--- config.mk ---
export PLATFORM = sky130hd
export DESIGN_NAME = jtag_tap_target
export DESIGN_NICKNAME = d
export VERILOG_FILES = /design/src/rtl/jtag_tap_target.sv
export SDC_FILE = /design/constraint.sdc
export NUM_CORES = 1
export LEC_CHECK = 0
export BUFFER_PORTS_ARGS = -buffer_cell sky130_fd_sc_hd__buf_2
export CAP_MARGIN = 20
export CORE_UTILIZATION = 45
export CTS_CLUSTER_SIZE = 24
export DETAILED_ROUTE_END_ITERATION = 8
export GPL_TIMING_DRIVEN = 0
export PLACE_DENSITY = 0.66
export SETUP_SLACK_MARGIN = 0.05
export SLEW_MARGIN = 20
export SYNTH_ARGS = -nofsm -noshare
export SYNTH_HDL_FRONTEND = slang
export SYNTH_SLANG_ARGS = --single-unit
--- constraint.sdc ---
create_clock -name clk -period 3.57 [get_ports clk]
set_clock_uncertainty 0.05 [all_clocks]
set_input_delay 0.5355 -clock clk [delete_from_list [all_inputs] [get_ports clk]]
set_output_delay 0.5355 -clock clk [all_outputs]
set_load 0.1 [all_outputs]
--- src/rtl/jtag_tap_target.sv ---
// -----------------------------------------------------------------------------
// jtag_tap_target
//
// IEEE 1149.1-style TAP target oversampled on the system clock. tck_i is
// produced in the clk domain by the on-chip JTAG master, so rising/falling
// tck edges are detected with a single history register and every TAP action
// happens on the clk cycle in which an edge is seen.
//
// Data registers: IDCODE (32 bit), BYPASS (1 bit), USER (USER_W bits).
// USER captures cap_data_i at Capture-DR and publishes its shifted contents on
// upd_data_o at Update-DR.
//
// Handshake: cap_pulse_o and upd_valid_o are single-clk pulses with no
// back-pressure; downstream logic must accept them in the cycle they appear.
// cap_data_i must be valid in the clk cycle of the Capture-DR tck rise, and
// upd_data_o is valid from the cycle upd_valid_o is high until the next
// Update-DR under USER (or rst).
//
// Ports:
//   clk, rst        system clock, synchronous active-high reset
//   tck_i, tms_i,
//   tdi_i, trst_i   JTAG pins from the master (trst_i active-low)
//   tdo_o           test data out, changes only on tck falling edges
//   cap_data_i      value loaded into USER at Capture-DR
//   cap_pulse_o     one-clk pulse when USER is captured
//   upd_data_o      last USER value committed at Update-DR
//   upd_valid_o     one-clk pulse when upd_data_o is updated
//   tap_state_o     current TAP state (debug visibility)
//   ir_o            current instruction
// -----------------------------------------------------------------------------
module jtag_tap_target #(
    parameter int                IR_W       = 4,
    parameter int                USER_W     = 24,
    parameter logic [31:0]       IDCODE_VAL = 32'h1000_5A6B,
    parameter logic [IR_W-1:0]   INS_IDCODE = 4'h1,
    parameter logic [IR_W-1:0]   INS_USER   = 4'h8,
    parameter logic [IR_W-1:0]   INS_BYPASS = 4'hF
) (
    input  logic              clk,
    input  logic              rst,
    input  logic              tck_i,
    input  logic              tms_i,
    input  logic              tdi_i,
    input  logic              trst_i,
    output logic              tdo_o,
    input  logic [USER_W-1:0] cap_data_i,
    output logic              cap_pulse_o,
    output logic [USER_W-1:0] upd_data_o,
    output logic              upd_valid_o,
    output logic [3:0]        tap_state_o,
    output logic [IR_W-1:0]   ir_o
);

    typedef enum logic [3:0] {
        TLR      = 4'hF,
        RTI      = 4'hC,
        SEL_DR   = 4'h7,
        CAP_DR   = 4'h6,
        SH_DR    = 4'h2,
        EX1_DR   = 4'h1,
        PAUSE_DR = 4'h3,
        EX2_DR   = 4'h0,
        UPD_DR   = 4'h5,
        SEL_IR   = 4'h4,
        CAP_IR   = 4'hE,
        SH_IR    = 4'hA,
        EX1_IR   = 4'h9,
        PAUSE_IR = 4'hB,
        EX2_IR   = 4'h8,
        UPD_IR   = 4'hD
    } tap_state_t;

    tap_state_t        state;
    tap_state_t        state_nxt;
    logic              tck_q;
    logic              rise;
    logic              fall;
    logic [IR_W-1:0]   ir;
    logic [IR_W-1:0]   ir_shift;
    logic [31:0]       idcode_shift;
    logic [USER_W-1:0] user_shift;
    logic              bypass_reg;
    logic              sel_idcode;
    logic              sel_user;
    logic              sel_bypass;
    logic              dr_lsb;

    assign rise = tck_i & ~tck_q;
    assign fall = ~tck_i & tck_q;

    assign sel_idcode = (ir == INS_IDCODE);
    assign sel_user   = (ir == INS_USER);
    // The explicit BYPASS opcode and every unlisted opcode share one register.
    assign sel_bypass = (ir == INS_BYPASS) | ~(sel_idcode | sel_user);

    assign dr_lsb = sel_idcode ? idcode_shift[0] :
                    sel_user   ? user_shift[0]   : bypass_reg;

    assign tap_state_o = state;
    assign ir_o        = ir;

    // Standard 1149.1 state graph, evaluated against the tms value present at
    // the tck rising edge.
    always_comb begin
        state_nxt = state;
        case (state)
            TLR:      state_nxt = tms_i ? TLR      : RTI;
            RTI:      state_nxt = tms_i ? SEL_DR   : RTI;
            SEL_DR:   state_nxt = tms_i ? SEL_IR   : CAP_DR;
            CAP_DR:   state_nxt = tms_i ? EX1_DR   : SH_DR;
            SH_DR:    state_nxt = tms_i ? EX1_DR   : SH_DR;
            EX1_DR:   state_nxt = tms_i ? UPD_DR   : PAUSE_DR;
            PAUSE_DR: state_nxt = tms_i ? EX2_DR   : PAUSE_DR;
            EX2_DR:   state_nxt = tms_i ? UPD_DR   : SH_DR;
            UPD_DR:   state_nxt = tms_i ? SEL_DR   : RTI;
            SEL_IR:   state_nxt = tms_i ? TLR      : CAP_IR;
            CAP_IR:   state_nxt = tms_i ? EX1_IR   : SH_IR;
            SH_IR:    state_nxt = tms_i ? EX1_IR   : SH_IR;
            EX1_IR:   state_nxt = tms_i ? UPD_IR   : PAUSE_IR;
            PAUSE_IR: state_nxt = tms_i ? EX2_IR   : PAUSE_IR;
            EX2_IR:   state_nxt = tms_i ? UPD_IR   : SH_IR;
            UPD_IR:   state_nxt = tms_i ? SEL_DR   : RTI;
            default:  state_nxt = TLR;
        endcase
    end

    always_ff @(posedge clk) begin
        if (rst) begin
            state        <= TLR;
            tck_q        <= 1'b0;
            ir           <= INS_IDCODE;
            ir_shift     <= '0;
            idcode_shift <= '0;
            user_shift   <= '0;
            bypass_reg   <= 1'b0;
            tdo_o        <= 1'b0;
            cap_pulse_o  <= 1'b0;
            upd_valid_o  <= 1'b0;
            upd_data_o   <= '0;
        end else begin
            // tck history keeps tracking during trst so that releasing trst
            // never produces a phantom edge.
            tck_q       <= tck_i;
            cap_pulse_o <= 1'b0;
            upd_valid_o <= 1'b0;

            if (!trst_i) begin
                state <= TLR;
                ir    <= INS_IDCODE;
            end else if (rise) begin
                case (state)
                    CAP_IR: ir_shift <= {{(IR_W-2){1'b0}}, 2'b01};
                    SH_IR:  ir_shift <= {tdi_i, ir_shift[IR_W-1:1]};
                    UPD_IR: ir       <= ir_shift;
                    CAP_DR: begin
                        if (sel_idcode) idcode_shift <= IDCODE_VAL;
                        if (sel_user) begin
                            user_shift  <= cap_data_i;
                            cap_pulse_o <= 1'b1;
                        end
                        if (sel_bypass) bypass_reg <= 1'b0;
                    end
                    SH_DR: begin
                        if (sel_idcode) idcode_shift <= {tdi_i, idcode_shift[31:1]};
                        if (sel_user)   user_shift   <= {tdi_i, user_shift[USER_W-1:1]};
                        if (sel_bypass) bypass_reg   <= tdi_i;
                    end
                    UPD_DR: begin
                        if (sel_user) begin
                            upd_data_o  <= user_shift;
                            upd_valid_o <= 1'b1;
                        end
                    end
                    default: ;
                endcase

                state <= state_nxt;
                if (state_nxt == TLR) ir <= INS_IDCODE;
            end else if (fall) begin
                // Launched on the falling edge so it is stable for the whole
                // following tck-high phase where the master samples it.
                case (state)
                    SH_IR:   tdo_o <= ir_shift[0];
                    SH_DR:   tdo_o <= dr_lsb;
                    default: tdo_o <= 1'b0;
                endcase
            end
        end
    end

endmodule

After elaboration in Yosys (flattened, before gate mapping). Index checks and enable logic that the tools add are counted.

Reduce and logical (&&, ||, !) cells: 17. Bitwise logic cells: 11. Equality and inequality tests: 25. Mux-type cells: 29.

Operator list (count): two-way mux 32 bit (2); one-hot mux 32 bit (2 select lines) (1); two-way mux 24 bit (2); one-hot mux 24 bit (2 select lines) (1); one-hot mux 4 bit (12 select lines) (1); equality test 4 bit, second input constant (11); equality test 4 x 3 -> 1 bit, second input constant (4); AND reduction 5 bit (3); two-way mux 2 bit (6); two-way mux 3 bit (4); two-way mux 4 bit (3); inequality test 2 bit, second input constant (6); equality test 4 x 1 -> 1 bit, second input constant (2); equality test 4 x 2 -> 1 bit, second input constant (2); one-hot mux 4 bit (2 select lines) (1); OR reduction 4 bit (2); inverter 1 bit (7); two-way mux 1 bit (6); AND reduction 3 bit (2); nonzero test 2 bit (3); OR reduction 2 bit (3); logical NOT 4 bit (1); one-hot mux 1 bit (2 select lines) (2); AND reduction 4 bit (1); 4 further kinds (6).

Register bits: 97. Output and inout port bits: 35.

Longest topological paths before layout. Gate-level depths: netlist of the first run.

Depth after elaboration: 6. Mapped depth: 7. Mapped depth without buffers: 4.

Worst setup path after synthesis of the first run. No wires, ideal clock.

Path type: register -> register. From: register state[1], in the netlist tap_state_o[1]. To: register idcode_shift[11]. Library setup time: 0.132 ns. Cell stages (with the launch flop): 8. Arrival time: 2.369 ns. Slack: 1.019 ns. Data required time: 3.388 ns. Period minus slack after synthesis: 2.551 ns. Path through: dfxtp_1 clkbuf_1 nand2_1 or4_1 clkbuf_1 buf_6 nor3_2 nor3_1.

Cells in the longest elaborated chain, start to end: 3. Elaborated cells on any way between the ends: 7. Classes of those cells: eq/ne (4); mux (1); reduce/logical (2).

RTL lines: from (decl) (line 73) `tap_state_t state;`; from (signal assigned) (line 177) `state <= state_nxt;`; equality test 4 x 3 -> 1 bit or equality test 4 x 2 -> 1 bit (tied branches) (line 151) `case (state)`; inequality test 2 bit (no source line) or nonzero test 2 bit (tied branches); AND reduction 5 bit (no source line); to (signal assigned) (line 164) `if (sel_idcode) idcode_shift <= {tdi_i, idcode_shift[31:1]};`; to (decl) (line 80) `logic [31:0] idcode_shift;`.

Parallel ways exist; a longest one is shown, timed or not. A chain may end at the register's enable or synchronous reset.

Final worst setup path of the first run.
From: register state[1], in the netlist tap_state_o[1]. To: register upd_data_o[1].

Cells in the longest elaborated chain, start to end: 2.

RTL lines: equality test 4 x 3 -> 1 bit (line 151); AND reduction 4 bit (no source line); to (signal assigned) (line 170) `upd_data_o <= user_shift;`; to (decl) (line 48) `output logic [USER_W-1:0] upd_data_o,`.

Every way passes these cells.

==> results of run 1 <==
[cells in the mapped netlist, types with 3 or more instances]
cell      count  area share
clkbuf_1     20       0.019
nor3_2        8       0.020
o21ai_0       6      0.0075
nand3b_1      4      0.0075
mux2i_1      47        0.12
nor2b_1       5      0.0078
nand2b_1      4      0.0063
or4b_2        3      0.0075
nand2_1      34       0.032
a22o_1        3      0.0066
a211oi_1     25       0.047
a21oi_1      31       0.039
a31oi_1       3      0.0047
dfxtp_1      97        0.49
buf_2        12       0.015
nand3_1      25       0.031
inv_1         3      0.0028
nor2_1       64       0.060
nor3_1       17       0.021
[metal layers]
| layer | global-route usage | part of all wire |
|---|---|---|
| met1 | 0.281 | 0.50 |
| met2 | 0.319 | 0.46 |
| met3 | 0.0340 | 0.031 |
| met4 | 0.0846 | 0.017 |
| met5 | 0 | 0 |
[report_power, final]
group	internal, mW	total (mW)	switching (mW)
Clock	0.330	0.730	0.400
Sequential	1.08	1.09	0.00345
Combinational	0.0277	0.0805	0.0529
Total	1.44	1.90	0.456
[worst paths after layout]
path	from	to	slack, ps	depth (start not counted)
min reg2reg	idcode_shift[2]$_SDFFE_PP0P_	idcode_shift[2]$_SDFFE_PP0P_	410	2
min	tdi_i	ir_shift[3]$_SDFFE_PP0P_	400	3
max reg2reg	tap_state_o[1]$_SDFFE_PP1P_	upd_data_o[1]$_SDFFE_PP0P_	1150	7
max	tap_state_o[1]$_SDFFE_PP1P_	upd_data_o[1]$_SDFFE_PP0P_	1150	7
[critical path, stage by stage (launching register included)]
cell,delay (ps)
dfxtp_1,350
clkbuf_1,230
nor3b_1,610
and4_1,290
buf_2,230
buf_4,260
mux2i_1,220
nor2_1,50
[kinds of logic (layout without fill, tap and decap cells)]
kind of cell,count (synthesis),after routing,synth area share
buffers and inverters,39,118,0.0443
muxes,47,47,0.118
AOI/OAI and AO/OA,76,76,0.121
and+or+nand+nor,179,179,0.229
DFF,97,97,0.487
[layout by cell type, fill, tap and decap left out, types with 2 or more instances in the layout]
master,n
dfxtp_1,97
buf_2,75
nor2_1,64
mux2i_1,47
nand2_1,34
a21oi_1,31
a211oi_1,25
nand3_1,25
clkbuf_1,20
nor3_1,17
clkbuf_8,9
nor3_2,8
o21ai_0,6
nor2b_1,5
nand2b_1,4
nand3b_1,4
or4b_2,3
a31oi_1,3
inv_1,3
a22o_1,3
inv_6,3
nor4_2,2
and2_1,2
buf_4,2
o32ai_1,2
clkinvlp_4,2
[per-stage QoR]
stage               instance area (um^2)  hold slack [ps]   util
CTS                                 4630              401  0.553
detailed placement                  4430              395  0.529
floorplan                           3990              382      -
finish                              4630              402  0.553
global route                        4630              401  0.553
global placement                    4430              391  0.529
[final cells by class]
| cell class | count | area [um^2] | share of cell area |
|---|---|---|---|
| Sequential cell | 97 | 1940 | 0.419 |
| Multi-Input combinational cell | 302 | 1870 | 0.403 |
| Timing Repair Buffer | 63 | 315 | 0.0681 |
| Buffer | 36 | 165 | 0.0357 |
| Tap cell | 105 | 131 | 0.0284 |
| Clock buffer | 9 | 124 | 0.0267 |
| Clock inverter | 7 | 76.3 | 0.0165 |
| Inverter | 3 | 11.3 | 0.00243 |
==> impl_metrics.yaml, run 1 <==
outcome:
  outcome: "complete, no violations"
cts:
  ctsResizeCount: 0
  cts_setup_buffers: 0
  cts_num_sinks: 97
  cts_tree: "yes"
  h-tree-depth: 3
  cts_made_buffers: 9
  clock_latency_ps: 360
  postCtsHoldBufs: 0
  clk_pin_slew_ps: 100
  cts_buffer_depth: 2
  clockRootBuffer: "clkbuf_8"
setup_path:
  worstPathRequired_ps: 3760
  crit_fanout: 10
  critPathKind: "register to register"
  startpoint_type: "register"
  worstPathArrival_ps: 2620
  endpoint_kind: "register"
sta:
  rsz0062_at_grt: "no"
  fmax_ghz: 0.412
  fin_crit_sh: 0.679
  slew_violations: 0
  max-slew-margin-rel: 0.571
  period_needed_ps: 2420
  worst_slack_ps: 1150
  finalSetupViolCount: 0
  finalSetupTns_ps: 0
  worst_pin_slew_ps: 642
  hold_viol: 0
cells_and_area:
  largest-register: "idcode_shift"
  nets: 542
  antenna_cells: 0
  drive_above_1_share: 0.213
  fillers: 816
  fin_cells: 622
  areaGrowthSynthToFinish_pct: 16.2
  top_regs: "idcode_shift (32), upd_data_o (24), user_shift (24)"
  largest_reg_flops: 32
pwr:
  power_mw: 1.90
  ir_drop_v: 0.000165
  power_density_nw_per_um2: 410
  p_leak_nw: 1.82
yosys:
  synth.avg_cell_area_um2: 9.10
  ys_ff_latch: 97
  ys_types: 42
  postSynthCellCount: 438
  synth-seq-area-share: 0.487
  synth-main-ff-cell: "dfxtp_1"
  ys_async_sr_fraction: 0
  syn-num-nets: 468
  synth-edff-count: 0
  yosysWarnings: 0
  syn_area_um2: 3990
route:
  drt-total-wl_mm: 8.73
  post_drt_via_cell_ratio: 5.34
  drt-initial-drc-count: 77
  ant_nets: 0
  detail_route.first_pass.iterations: 4
  wire_per_inst_um: 14.0
  route.vias.total: 3321
  drc: 0
global_route:
  grt_max_degree: 18
  grt_pass1_vias: 3004
  grt_pass1_wl_mm: 14.6
  antenna_found_initial: 0
  globalRoute.totalOverflow: 0
  grtUsageTotal: 0.205
die:
  row_count: 33
  core-area_um2: 8380
  die_w_um: 96.1
  die-area_um2: 9240
  die_h_um: 96.1
  start_util: 0.475
  ioPinCount: 65
hold_path:
  hold_path_class: "primary input to register"
placement:
  place_congestion: 0.796
  hpwl_mm: 6.11
  place_inst: 606
  portBuffers: 63
  dp_slack_ps: 1070
flow_run:
  maxCapViolCount: 0
Note: power is estimated with default switching activity, not from simulation.
==> run 2, diff against run 1 <==
ABC_AREA = 1   (was default)
PLACE_DENSITY = 0.69   (was 0.66)
clock period = 2 ns   (was 3.57 ns; I/O delays follow)
==> run 2 against run 1 <==
Net effect: maximum frequency increased by 33%; die area is 2.3% lower; synthesized cell count up 18%; sequential share of layout area rose by 1.2 points; critical path depth grew 2; largest cell class unchanged; largest power group unchanged; clock power rose by 58%; design area is 2.3% lower; total power up 75%.
==> impl_metrics.yaml, run 2 <==
yosys:
  postSynthCellCount: 519
  ys_async_sr_fraction: 0
  ys_ff_latch: 97
  synth-main-ff-cell: "dfxtp_1"
  synth_area_leaders: "dfxtp_1 50%, nor2_1 9.6%, o21ai_0 8.2%, nand2_1 8.0%, nor3_1 4.2%"
  synth.avg_cell_area_um2: 7.50
  ys_types: 25
  yosysWarnings: 0
  synth-seq-area-share: 0.499
  syn-num-nets: 549
  synth.top_cell.area_share: 0.499
  synth-edff-count: 0
  yosys.area.top_type: "dfxtp_1"
  syn_area_um2: 3890
  synth_top_cells_by_count: "99 x nor2_1, 97 x dfxtp_1, 83 x nand2_1, 64 x o21ai_0, 33 x nor3_1"
  synth.most_common_cell: "nor2_1"
cells_and_area:
  largest_reg_flops: 32
  drive_above_1_share: 0.212
  fin_util: 0.545
  largest-register: "idcode_shift"
  areaGrowthSynthToFinish_pct: 16.3
  antenna_cells: 0
  nets: 624
  final_common_cell: "nor2_1"
  final_cell_mix: "99 x nor2_1, 89 x dfxtp_1, 83 x nand2_1"
  top_regs: "idcode_shift (32), upd_data_o (24), user_shift (24)"
  fin_area_um2: 4520
global_route:
  grt_pass1_vias: 3223
  antenna_found_initial: 0
  globalRoute.totalOverflow: 0
  grt_max_degree: 16
  grt_pass1_wl_mm: 14.8
  grtUsageTotal: 0.207
cts:
  cts_setup_buffers: 0
  cts_tree: "yes"
  ctsResizeCount: 0
  cts_num_sinks: 97
  postCtsHoldBufs: 0
  cts_buffer_depth: 2
  clk_pin_slew_ps: 90
  clockRootBuffer: "clkbuf_8"
  clock_latency_ps: 350
  cts_made_buffers: 9
  h-tree-depth: 3
sta:
  rsz0062_at_grt: "no"
  finalSetupViolCount: 0
  finalSetupTns_ps: 0
  slew_violations: 0
  max-slew-margin-rel: 0.565
  fin_crit_sh: 0.913
  fmax_ghz: 0.547
  hold_ws_ps: 152
  period_needed_ps: 1830
  hold_viol: 0
  worst_pin_slew_ps: 650
placement:
  place_congestion: 0.824
  portBuffers: 64
  dpl_cell_area_um2: 4350
  hpwl_mm: 6.53
route:
  drt-total-wl_mm: 9.21
  detail_route.first_pass.iterations: 5
  drc: 0
  drt-initial-drc-count: 176
  post_drt_via_cell_ratio: 5.36
  route.vias.total: 3775
  ant_nets: 0
  wire_per_inst_um: 13.1
flow_run:
  maxCapViolCount: 0
setup_path:
  endpoint_kind: "register"
  critPathKind: "register to register"
  worstPathRequired_ps: 2200
  crit_fanout: 10
  startpoint_type: "register"
  worstPathArrival_ps: 2030
pwr:
  clkPwrFrac: 0.346
  power_switching_uw: 835
  internal_power_mw: 2.49
  p_sw_frac: 0.251
  ir_drop_v: 0.000406
  combPwrFrac: 0.068
  p_seq_frac: 0.586
  power_density_nw_per_um2: 735
  p_leak_nw: 2.03
die:
  start_util: 0.469
  die_w_um: 95.0
  die-area_um2: 9020
  die_h_um: 95.0
  core-area_um2: 8300
  ioPinCount: 65
  row_count: 33
hold_path:
  hold_path_class: "primary input to register"
outcome:
  outcome: "complete, no violations"
## run 2: cell count changes in the layout (fill, tap and decap cells not counted), sizes merged, moves of 22 or more
| cell | delta |
|---|---|
| a211oi | -24 |
| a31oi | +22 |
| mux2i | -47 |
| nand2 | +55 |
| nor2 | +38 |
| o21ai | +61 |
## run 2: cell type report
type                       count  area (um^2)
fill                         816         3770
sequential                    97         1950
multi-input combinational    371         1720
timing repair buffer          64          320
buffer                        33          161
clock buffer                  11          141
tap                          105          131
inverter                      18         67.6
clock inverter                 5         31.3
## run 2: final timing paths
| check | startpoint | to | slack (ps) | cells after the start |
|---|---|---|---|---|
| min reg2reg | ir_shift[3]$_SDFFE_PP0P_ | ir_shift[2]$_SDFFE_PP0P_ | 430 | 2 |
| min | cap_data_i[16] | user_shift[16]$_SDFFE_PP0P_ | 150 | 3 |
| max | ir_o[1]$_SDFFE_PP0P_ | upd_data_o[9]$_SDFFE_PP0P_ | 170 | 9 |
| max reg2reg | ir_o[1]$_SDFFE_PP0P_ | upd_data_o[9]$_SDFFE_PP0P_ | 170 | 9 |
## run 2: cell families after synthesis
| kind of cell | share of synthesized area |
|---|---|
| AO/OA/AOI/OAI | 0.176 |
| buffers and inverters | 0.0589 |
| flip-flops | 0.499 |
| AND/OR/NAND/NOR | 0.266 |
## run 2: worst max-delay path: stages (launching register included)
cell and delay (ps):
dfxtp_2 340, nor2_1 130, nand2_1 60, nor2_1 180, inv_1 160, nor3_4 270, inv_2 130, buf_2 210
nor2_1 130, nor2_1 70
## run 2: stage by stage
stage / total power, mW / setup slack, ps / cells
detailed placement: 2.22 / 145 / 688
finish: 3.32 / 173 / 704
global route: 3.44 / 57.8 / 704
CTS: 3.35 / 174 / 704
floorplan: 2.15 / 37.0 / 519
global placement: 2.22 / 185 / 688
## run 2: metal layers
layer  wire length, um  vias to the layer above  global-route usage
met5                 0                        -                   0
met4               121                        0              0.0644
met3               343                       11              0.0290
met2              4220                       83               0.326
met1              4520                     1783               0.293
li1                  -                     1898                   -
## run 2: power by group through the flow
stage | clock network, mW | registers, mW | logic (mW)
finish | 1.15 | 1.95 | 0.226
global route | 1.24 | 1.95 | 0.248
CTS | 1.18 | 1.95 | 0.226
detailed placement | 0 | 1.99 | 0.225
global placement | 0 | 1.99 | 0.223
floorplan | 0 | 2.04 | 0.110
